<file path="src/rtl/mac_rx_ctrl.sv">
// mac_rx_ctrl: receive-side MAC controller.
// Takes decoded 32-bit XGMII-style words and recognises Start, preamble and SFD.
// It strips the header and FCS and streams the payload as AXI-Stream beats, with
// no backpressure. It drives an external CRC-32 engine and reports frame errors
// (CRC, runt, oversize, stray control) on tuser of the tlast beat.
// Optional build macro: MAC_RX_STATS_EN adds o_good_frames / o_bad_frames counters.

// Per-lane byte classifier: one instance per lane, so the word decode is a plain AND/OR of lanes.
module mac_rx_lane #(
  parameter int W_BYTE     = 8,
  parameter int LANE       = 0,
  parameter int N_CHANNELS = 4
) (
  input  logic              ctrl,
  input  logic [W_BYTE-1:0] data,
  output logic              is_term,
  output logic              is_junk,
  output logic              start_ok,
  output logic              sfd_ok
);
  localparam logic [W_BYTE-1:0] SYM_START = W_BYTE'(8'hFB);
  localparam logic [W_BYTE-1:0] SYM_TERM  = W_BYTE'(8'hFD);
  localparam logic [W_BYTE-1:0] SYM_IDLE  = W_BYTE'(8'h07);
  localparam logic [W_BYTE-1:0] PRE_BYTE  = W_BYTE'(8'h55);
  localparam logic [W_BYTE-1:0] SFD_BYTE  = W_BYTE'(8'hD5);
  // byte this lane must carry in the Start word and in the preamble/SFD word
  localparam logic [W_BYTE-1:0] START_EXP = (LANE == 0) ? SYM_START : PRE_BYTE;
  localparam logic [W_BYTE-1:0] SFD_EXP   = (LANE == N_CHANNELS-1) ? SFD_BYTE : PRE_BYTE;

  assign is_term  = ctrl && (data == SYM_TERM);
  assign is_junk  = ctrl && (data != SYM_IDLE);
  assign start_ok = (data == START_EXP);
  assign sfd_ok   = (data == SFD_EXP);
endmodule

module mac_rx_ctrl #(
  parameter int          N_CHANNELS    = 4,
  parameter int          W_BYTE        = 8,
  parameter int          MIN_FRAME_LEN = 64,
  parameter int          MAX_FRAME_LEN = 1518,
  parameter logic [31:0] CRC_RESIDUE   = 32'hC704DD7B,
  parameter int          W_LEN         = 14
) (
  input  logic                                 i_clk,
  input  logic                                 i_reset_n,
  input  logic                                 i_clk_en,
  input  logic [N_CHANNELS-1:0]                i_ctrl,
  input  logic [N_CHANNELS-1:0][W_BYTE-1:0]    i_data,
  output logic                                 m_axis_tvalid,
  output logic [N_CHANNELS-1:0][W_BYTE-1:0]    m_axis_tdata,
  output logic [N_CHANNELS-1:0]                m_axis_tkeep,
  output logic                                 m_axis_tlast,
  output logic                                 m_axis_tuser,
  output logic                                 o_crc_clear,
  output logic [N_CHANNELS-1:0]                o_crc_en,
  output logic [N_CHANNELS-1:0][W_BYTE-1:0]    o_crc_data,
`ifdef MAC_RX_STATS_EN
  output logic [31:0]                          o_good_frames,
  output logic [31:0]                          o_bad_frames,
`endif
  input  logic [31:0]                          i_crc
);
  localparam int W_K = (N_CHANNELS > 1) ? $clog2(N_CHANNELS) : 1;
  localparam logic [W_LEN-1:0] MIN_L = W_LEN'(MIN_FRAME_LEN);
  localparam logic [W_LEN-1:0] MAX_L = W_LEN'(MAX_FRAME_LEN);

  typedef enum logic [1:0] {ST_IDLE, ST_PRE, ST_DATA, ST_FLUSH} state_t;
  typedef logic [N_CHANNELS-1:0][W_BYTE-1:0] word_t;
  typedef struct packed {
    word_t                 data;
    logic [N_CHANNELS-1:0] keep;
    logic                  last;
    logic                  user;
  } beat_t;

  state_t                st_q, st_nxt;
  word_t                 a_q, b_q;          // A = newest word, B = older word
  logic                  a_vld, b_vld;
  logic [W_LEN-1:0]      len_q, len_nxt;
  logic                  err_q, err_nxt;
  logic [W_K-1:0]        k_q, k_nxt;        // term lane, kept for the flush beat
  beat_t                 beat_nxt;
  logic                  emit, shift, clr, drop, crc_clear;
  logic [N_CHANNELS-1:0] crc_en;

  logic [N_CHANNELS-1:0] lane_term, lane_junk, lane_start, lane_sfd;
  logic [N_CHANNELS-1:0] low_mask, high_mask, flush_mask;
  logic [W_K-1:0]        k_lane;
  logic                  is_data, is_term, is_start, is_sfd, junk_above, crc_bad;

  for (genvar g = 0; g < N_CHANNELS; g++) begin : g_lane
    mac_rx_lane #(.W_BYTE(W_BYTE), .LANE(g), .N_CHANNELS(N_CHANNELS)) u_lane (
      .ctrl     (i_ctrl[g]),
      .data     (i_data[g]),
      .is_term  (lane_term[g]),
      .is_junk  (lane_junk[g]),
      .start_ok (lane_start[g]),
      .sfd_ok   (lane_sfd[g])
    );
  end

  // lowest control lane plus lane masks below/above it and below the stored term lane
  always_comb begin
    k_lane = '0;
    for (int j = N_CHANNELS-1; j >= 0; j--)
      if (i_ctrl[j]) k_lane = W_K'(j);
    for (int j = 0; j < N_CHANNELS; j++) begin
      low_mask[j]   = (j < int'(k_lane));
      high_mask[j]  = (j > int'(k_lane));
      flush_mask[j] = (j < int'(k_q));
    end
  end

  assign is_data    = (i_ctrl == '0);
  assign is_term    = lane_term[k_lane];
  assign is_start   = (i_ctrl == N_CHANNELS'(1)) && (&lane_start);
  assign is_sfd     = is_data && (&lane_sfd);
  assign junk_above = |(lane_junk & high_mask);
  assign crc_bad    = (i_crc != CRC_RESIDUE);

  function automatic logic [W_LEN-1:0] len_add(input logic [W_LEN-1:0] len,
                                               input logic [W_K:0]     inc);
    logic [W_LEN:0] sum;
    sum = {1'b0, len} + {{(W_LEN-W_K){1'b0}}, inc};
    return sum[W_LEN] ? '1 : sum[W_LEN-1:0];
  endfunction

  function automatic logic len_bad(input logic [W_LEN-1:0] len);
    return (len < MIN_L) || (len > MAX_L);
  endfunction

  // next state, hold-register control and the beat to emit this word
  always_comb begin
    st_nxt        = st_q;
    emit          = 1'b0;
    shift         = 1'b0;
    clr           = 1'b0;
    drop          = 1'b0;
    crc_clear     = 1'b0;
    crc_en        = '0;
    len_nxt       = len_q;
    err_nxt       = err_q;
    k_nxt         = k_q;
    beat_nxt.data = b_q;
    beat_nxt.keep = '1;
    beat_nxt.last = 1'b0;
    beat_nxt.user = 1'b0;
    case (st_q)
      ST_IDLE: begin
        crc_clear = 1'b1;
        if (is_start) st_nxt = ST_PRE;
      end
      ST_PRE: begin
        if (is_sfd) begin
          st_nxt  = ST_DATA;
          clr     = 1'b1;
          len_nxt = '0;
          err_nxt = 1'b0;
        end else begin
          st_nxt = ST_IDLE;
        end
      end
      ST_DATA: begin
        if (is_data) begin
          crc_en  = '1;
          len_nxt = len_add(len_q, (W_K+1)'(N_CHANNELS));
          shift   = 1'b1;
          emit    = b_vld;
        end else if (is_term) begin
          // lanes below the term are the tail of the FCS
          crc_en  = low_mask;
          len_nxt = len_add(len_q, {1'b0, k_lane});
          err_nxt = err_q | junk_above;
          k_nxt   = k_lane;
          if (!b_vld) begin
            drop   = 1'b1;
            st_nxt = ST_IDLE;
          end else if (k_lane == '0) begin
            // A is all FCS; CRC already covers it, so B closes the frame now
            emit          = 1'b1;
            beat_nxt.last = 1'b1;
            beat_nxt.user = err_nxt | crc_bad | len_bad(len_nxt);
            st_nxt        = ST_IDLE;
          end else begin
            emit   = 1'b1;
            st_nxt = ST_FLUSH;
          end
        end else begin
          // idle/error/start mid-frame: close whatever was emitted as bad
          emit          = b_vld;
          beat_nxt.last = 1'b1;
          beat_nxt.user = 1'b1;
          st_nxt        = ST_IDLE;
        end
      end
      ST_FLUSH: begin
        // CRC engine has now absorbed the FCS bytes of the term word
        emit          = 1'b1;
        beat_nxt.data = a_q;
        beat_nxt.keep = flush_mask;
        beat_nxt.last = 1'b1;
        beat_nxt.user = err_q | crc_bad | len_bad(len_q);
        st_nxt        = ST_IDLE;
      end
      default: st_nxt = ST_IDLE;
    endcase
  end

  assign o_crc_clear = i_clk_en & crc_clear;
  assign o_crc_en    = i_clk_en ? crc_en : '0;
  assign o_crc_data  = i_data;

  // frame state, length/error accumulation and the two-word hold pipeline
  always_ff @(posedge i_clk or negedge i_reset_n) begin
    if (!i_reset_n) begin
      st_q  <= ST_IDLE;
      a_q   <= '0;
      b_q   <= '0;
      a_vld <= 1'b0;
      b_vld <= 1'b0;
      len_q <= '0;
      err_q <= 1'b0;
      k_q   <= '0;
    end else if (i_clk_en) begin
      st_q  <= st_nxt;
      len_q <= len_nxt;
      err_q <= err_nxt;
      k_q   <= k_nxt;
      if (clr) begin
        a_vld <= 1'b0;
        b_vld <= 1'b0;
      end else if (shift) begin
        b_q   <= a_q;
        b_vld <= a_vld;
        a_q   <= i_data;
        a_vld <= 1'b1;
      end
    end
  end

  // registered AXI-Stream output; tvalid is a one-cycle pulse per beat
  always_ff @(posedge i_clk or negedge i_reset_n) begin
    if (!i_reset_n) begin
      m_axis_tvalid <= 1'b0;
      m_axis_tdata  <= '0;
      m_axis_tkeep  <= '0;
      m_axis_tlast  <= 1'b0;
      m_axis_tuser  <= 1'b0;
    end else if (!i_clk_en) begin
      m_axis_tvalid <= 1'b0;
    end else begin
      m_axis_tvalid <= emit;
      if (emit) begin
        m_axis_tdata <= beat_nxt.data;
        m_axis_tkeep <= beat_nxt.keep;
        m_axis_tlast <= beat_nxt.last;
        m_axis_tuser <= beat_nxt.user;
      end
    end
  end

`ifdef MAC_RX_STATS_EN
  // wrapping frame counters: closed frames by tuser, silent drops count as bad
  always_ff @(posedge i_clk or negedge i_reset_n) begin
    if (!i_reset_n) begin
      o_good_frames <= '0;
      o_bad_frames  <= '0;
    end else if (i_clk_en) begin
      if (emit && beat_nxt.last && !beat_nxt.user) o_good_frames <= o_good_frames + 32'd1;
      if ((emit && beat_nxt.last && beat_nxt.user) || drop) o_bad_frames <= o_bad_frames + 32'd1;
    end
  end
`endif

endmodule

</file>
<file path="config.mk">
export PLATFORM = sky130hd
export DESIGN_NAME = mac_rx_ctrl
export DESIGN_NICKNAME = d
export VERILOG_FILES = /design/src/rtl/mac_rx_ctrl.sv
export SDC_FILE = /design/constraint.sdc
export NUM_CORES = 1
export LEC_CHECK = 0
export ABC_CLOCK_PERIOD_IN_PS = 3200
export CAP_MARGIN = 0
export CORE_MARGIN = 5
export CORE_UTILIZATION = 51
export DETAILED_ROUTE_END_ITERATION = 10
export GPL_TIMING_DRIVEN = 0
export PLACE_DENSITY = 0.8
export RECOVER_POWER = 25
export SKIP_CTS_REPAIR_TIMING = 1
export SLEW_MARGIN = 20
export SYNTH_ARGS = -nofsm -noshare
export SYNTH_HDL_FRONTEND = slang
export SYNTH_SLANG_ARGS = --single-unit
export TNS_END_PERCENT = 20
</file>
<file path="constraint.sdc">
create_clock -name i_clk -period 3.2 [get_ports i_clk]
set_input_delay 0.64 -clock i_clk [delete_from_list [all_inputs] [get_ports i_clk]]
set_output_delay 0.64 -clock i_clk [all_outputs]
set_load 0.05 [all_outputs]
</file>
== After elaboration in Yosys (flattened, before gate mapping) ==
Index checks and enable logic that the tools add are counted.

* Logic and storage cells: 145
* Input port bits: 71
* Output and inout bits: 76
* Bits in registers: 124

* Magnitude comparators: 14
* Bitwise gates (word level): 9
* Eq/ne operators: 24
* Add/sub/neg operators: 2
* Mux-type cells: 47
* Reduce and logical (&&, ||, !) cells: 27

{| class="wikitable"
|+ Operators with widths
! cell !! number
|-
| 2-to-1 mux 14 bit || 5
|-
| equality test 8 bit (second input constant) || 6
|-
| 2-to-1 mux 36 bit || 1
|-
| equality test 8 x 7 -> 1 bit (second input constant) || 4
|-
| inequality test 32 bit (second input constant) || 1
|-
| inequality test 8 x 3 -> 1 bit (second input constant) || 4
|-
| greater-than comparator 14 x 11 -> 1 bit (second input constant) || 2
|-
| less-than comparator 14 x 7 -> 1 bit (second input constant) || 2
|-
| 2-to-1 mux 2 bit || 14
|-
| case mux 14 bit (2 select lines) || 1
|-
| 2-to-1 mux 1 bit || 17
|-
| AND reduction 4 bit || 4
|-
| adder 14 x 2 -> 15 bit || 1
|-
| adder 14 x 3 -> 15 bit (second input constant) || 1
|-
| 2-to-1 mux 4 bit || 3
|-
| logical AND 1 bit || 10
|-
| less-than comparator 1 x 2 -> 1 bit (first input constant) || 4
|-
| inequality test 2 bit (second input constant) || 4
|-
| case mux 2 bit (4 select lines) || 1
|-
| AND reduction 3 bit || 2
|-
| bitwise OR 1 bit || 5
|-
| AND reduction 5 bit || 1
|-
| bitwise AND 4 bit || 1
|-
| equality test 2 bit (second input constant) || 2
|-
| 19 further kinds || 27
|}

== Depth between registers and ports, before layout ==
* Word-level depth: 15
* Mapped depth: 13

== Cells and area by module ==
Synthesis repeated with hierarchy kept, for this count alone.

* Cells, all modules: 641
* Area, all modules: 6626.4 um^2

{| class="wikitable"
|+ By module, submodules not included
! module !! area an instance (um^2) !! cells an instance !! seq. area each (um^2) !! times used
|-
| mac_rx_ctrl || 6381.1 || 604 || 3103.0 || 1
|-
| mac_rx_lane (g_lane[1].u_lane ...) || 60.1 || 9 || 0.0 || 2
|-
| mac_rx_lane (g_lane[0].u_lane) || 62.6 || 9 || 0.0 || 1
|-
| mac_rx_lane (g_lane[3].u_lane) || 62.6 || 10 || 0.0 || 1
|}

== Least setup slack after synthesis ==
No wires, ideal clock.

* Path type: input to output
* From: input port i_ctrl[2]
* To: output port o_crc_en[0]
* Setup slack: -0.290 ns
* Required time: 2.560 ns
* Arrival: 2.850 ns
* Stages on the path: 7
* Cells stage by stage: buf_2 nand4_1 nor4_1 o21ai_1 o311ai_1 nand3_1 o31ai_1

* Cells in the longest elaborated chain, start to end: 9
* Elaborated cells between the ends (all ways): 12
* Those cells by class: order compare: 1; mux: 9; reduce/logical: 2

{| class="wikitable"
|+ Ends and longest elaborated chain
! what !! line !! RTL
|-
| from (decl) || 47 || <nowiki>input logic [N_CHANNELS-1:0] i_ctrl,</nowiki>
|-
| 2-to-1 mux 2 bit (3 in series) || 106 || <nowiki>if (i_ctrl[j]) k_lane = W_K'(j);</nowiki>
|-
| binary-select mux 1 bit (select 2 bit) || 115 || <nowiki>assign is_term = lane_term[k_lane];</nowiki>
|-
| 2-to-1 mux 1 bit (not written as such) || 115 ||
|-
| 2-to-1 mux 3 bit || 169 || <nowiki>end else if (is_term) begin</nowiki>
|-
| 2-to-1 mux 4 bit * || 164 || <nowiki>if (is_data) begin</nowiki>
|-
| 2-to-1 mux 4 bit * || 148 || <nowiki>case (st_q)</nowiki>
|-
| 2-to-1 mux 4 bit * || 210 || <nowiki>assign o_crc_en = i_clk_en ? crc_en : '0;</nowiki>
|-
| to (decl) || 55 || <nowiki>output logic [N_CHANNELS-1:0] o_crc_en,</nowiki>
|}

Mark *: on every way between the ends. The rest lies on a longest branch, timed or not. The select of a mux whose other input is x is not followed.

== Worst setup path in the final report ==
* From: input port i_data[18] (netlist bit)
* To: output port o_crc_en[0]

* Cells in the longest elaborated chain, start to end: 8

{| class="wikitable"
|+ Ends and longest elaborated chain
! what !! line !! RTL
|-
| from (decl) || 48 || <nowiki>input logic [N_CHANNELS-1:0][W_BYTE-1:0] i_data,</nowiki>
|-
| equality test 8 bit || 30 || <nowiki>assign is_term = ctrl && (data == SYM_TERM);</nowiki>
|-
| logical AND 1 bit || 30 ||
|-
| binary-select mux 1 bit (select 2 bit) || 115 ||
|-
| 2-to-1 mux 1 bit (not written as such) || 115 ||
|-
| 2-to-1 mux 3 bit || 169 ||
|-
| 2-to-1 mux 4 bit || 164 ||
|-
| 2-to-1 mux 4 bit || 148 ||
|-
| 2-to-1 mux 4 bit || 210 ||
|}

No other way between the ends. The select of a mux whose other input is x is not followed.

==> results.py <==
metrics = {
    "synthesis": {
        "synth_cell_types": 69,
        "ys_seq_area_frac": 0.4590,
        "synthesis.nets": 862,
        "synthArstFlopShare": 1.000,
        "synth_area_um2": 6760,
        "ys_warn_count": 0,
        "syn_inst": 787,
        "synth-edff-count": 0,
        "syn_area_per_cell_um2": 8.590,
        "ys_seq_elements": 124,
        "synth_ff_type": "dfrtp_1",
    },
    "setup_path": {
        "arrival_ns": 2.58,
        "cp_slowest_cell": "clkdlybuf4s50_1",
        "required_ns": 2.56,
        "critical_path_class": "in2out",
        "endpoint_kind": "output port",
        "worstSetupStartpointType": "primary input",
        "cp_max_fo": 5,
        "reg2reg_setup_slack_ns": 0.44,
        "slowest_delay_ns": 0.53,
        "crit_chain": "clkdlybuf4s50_1 > nand2_2 > nor4_4 > o21ai_4 > o311ai_4 > nand3_2 > o31ai_4 > buf_6",
    },
    "placement": {
        "dp_hpwl_mm": 14.39,
        "port_buffers": 144,
        "gp_congestion": 0.9339,
    },
    "timing": {
        "finalHoldWorstSlack_ns": 0.4728,
        "timing.final.crit_share": 1.006,
        "max_freq_ghz": 0.3108,
        "final_hold_viol_count": 0,
        "drv_slew": 0,
        "fin_crit_ns": 3.218,
        "worst_pin_slew_ns": 1.477,
        "setup_violations": 1,
        "setup_slack_ns": -0.01763,
        "rsz0062_at_grt": "true",
        "max-slew-margin-rel": 0.01550,
        "fin_worst_skew_ns": 0.005933,
    },
    "run": {
        "max_cap_viol_count": 0,
    },
    "run_status": {
        "violations": "setup timing",
        "outcome": "finished with violations",
    },
    "global_route": {
        "grt_overflow": 0,
        "antenna_found_initial": 1,
        "grt_usage": 0.2532,
        "grt_max_degree": 68,
        "grt_pass1_wl_mm": 32.11,
        "grt_pass1_vias": 6373,
    },
    "clock_network": {
        "ctsRootBufferMaster": "clkbuf_16",
        "cts_inserted_buffers": 17,
        "clk_latency_ns": 0.42,
        "cts-htree-levels": 4,
        "clk_pin_slew_ns": 0.06,
        "cts_tree": "done",
        "clock-sinks": 124,
        "cts_buffer_depth": 2,
    },
    "routing": {
        "post-route-drc-count": 0,
        "vias_per_cell": 5.677,
        "vias": 6500,
        "routedWlPerCell_um": 17.53,
        "wirelength_mm": 20.08,
        "first_pass_iters": 7,
        "ant_nets": 0,
        "drt_iter0_markers": 591,
    },
    "worst_hold_path": {
        "hp-class": "reg2reg",
    },
    "layout": {
        "syn2layout_area_growth_pct": 36.76,
        "post-route-util": 0.7037,
        "drive_above_1_share": 0.1415,
        "final_nets": 1030,
    },
    "pwr": {
        "max-vdd-ir-drop_mv": 0.3053,
        "powerDensity_nw_per_um2": 430.7,
        "p_leak_uw": 0.004615,
    },
    "die": {
        "dieArea_um2": 15660,
        "rows": 42,
        "die_h_um": 125.1,
        "start_util": 0.5146,
        "coreArea_um2": 13140,
        "chipWidth_um": 125.1,
        "num_io_pins": 147,
    },
}
area by class of cell:
cell class                      count  area, um2
Sequential cell                   124       3103
Inverter                           15      56.30
Buffer                             81      467.9
Fill cell                        1007       3892
Timing Repair Buffer              152       1515
Multi-Input combinational cell    564       3267
Clock buffer                       17      425.4
Tap cell                          176      220.2
Antenna cell                        1      2.502
Clock inverter                     15      187.7
synthesized netlist by cell type, drive strengths merged (4+ instances only):
cell type  number  area, um2
nand2         255      962.2
dfrtp         124       3103
buf            55      360.4
o21ai          49      245.2
mux2i          33      330.3
clkbuf         29      108.9
nor2           25      93.84
a31oi          21      143.9
nand3          20      100.1
a21oi          19      98.85
inv            15      56.30
nand4          15      100.1
nor3           14      70.07
nand2b         11      68.82
nor4           11      96.34
o31ai           9      67.56
nand4b          7      76.32
mux2            6      67.56
xnor2           6      52.55
or3             4      30.03
or4             4      37.53
path summary, 6_finish.rpt:
check                                          start                      endpoint  depth (start not counted)
worst min register to register   b_q[13]$_DFFE_PN0P_           b_q[13]$_DFFE_PN0P_                          2
worst max-delay path                      i_data[18]                   o_crc_en[0]                          8
max in group asynchronous                  i_reset_n      m_axis_tlast$_DFFE_PN0P_                          2
worst min-delay path             b_q[13]$_DFFE_PN0P_           b_q[13]$_DFFE_PN0P_                          2
min in group asynchronous                  i_reset_n  m_axis_tdata[17]$_DFFE_PN0P_                          1
worst max register to register  len_q[3]$_DFFE_PN0P_          len_q[9]$_DFFE_PN0P_                          7
flip-flops by register name (all words and copies together), names as in the netlist:
name           cells
a_q               32
a_vld              1
b_q               32
b_vld              1
err_q              1
k_q                2
len_q             14
m_axis_tdata      32
m_axis_tkeep       4
m_axis_tlast       1
m_axis_tuser       1
m_axis_tvalid      1
st_q               2
where the power goes:
group	internal (uW)	switching, uW	leakage (uW)
clock	1240	756	0.000297
combinational	170	234	0.00260
sequential	1580	6.22	0.00172
total	2990	996	0.00462
cells in the final DEF (no fill, tap or decap), drive strengths merged, types with 3 or more instances in the layout:
cell / netlist / routed
and4b: 3 / 3
o31ai: 9 / 9
o31a: 3 / 3
ha: 3 / 3
a21oi: 19 / 19
nor3: 14 / 14
nand3b: 3 / 3
and3: 3 / 3
inv: 15 / 20
buf: 55 / 64
xnor2: 6 / 6
clkinv: 0 / 5
dfrtp: 124 / 124
mux2: 6 / 6
nand3: 20 / 20
nor2: 25 / 25
nand4b: 7 / 7
o221ai: 3 / 3
bufinv: 0 / 3
a31oi: 21 / 21
clkdlybuf4s50: 0 / 123
nand4: 15 / 15
nand2b: 11 / 11
nor4: 11 / 11
dlymetal6s2s: 0 / 15
clkbuf: 29 / 48
or4: 4 / 4
or3: 4 / 4
mux2i: 33 / 33
o311ai: 3 / 3
nand2: 255 / 255
o21ai: 49 / 49
o211ai: 3 / 3
routing by layer:
layer,global-route usage,vias up,share of wire
met3,0.06311,38,0.076
li1,-,3014,-
met5,0,-,0
met4,0.08546,0,0.020
met2,0.4476,293,0.52
met1,0.3019,3155,0.39
critical path, delay by kind of cell:
kind,cells,cell delay [ns]
buffers and inverters,2,0.74
AO/OA/AOI/OAI,3,0.63
AND/OR/NAND/NOR,3,0.58
cells by family (layout without fill, tap and decap cells):
group | count (synthesis) | after routing | synth area share
AO/OA/AOI/OAI | 125 | 125 | 0.1170
XOR/XNOR | 8 | 8 | 0.01037
adder cells (fa/ha/maj) | 4 | 4 | 0.008514
buffers and inverters | 99 | 280 | 0.07773
flip-flops | 124 | 124 | 0.4590
multiplexers | 39 | 39 | 0.05886
other | 0 | 1 | 0
AND/OR/NAND/NOR | 388 | 388 | 0.2686
through the flow:
step           setup slack [ns]  TNS (ns)  instances  instance area [um2]  total power (uW)
6_report               -0.01763  -0.01763       1145                 9245              3982
5_1_grt                 -0.1196    -1.865       1145                 9245              4096
4_1_cts                  -1.324    -9.867       1140                 9069              3988
3_5_place_dp             -1.317    -16.03       1108                 8456              2012
3_3_place_gp             -3.420   -439.51       1107                 8427              2006
2_1_floorplan           -0.1942   -0.2523        787                 6765              1800
No activity file was read; power rests on OpenSTA's default activity.
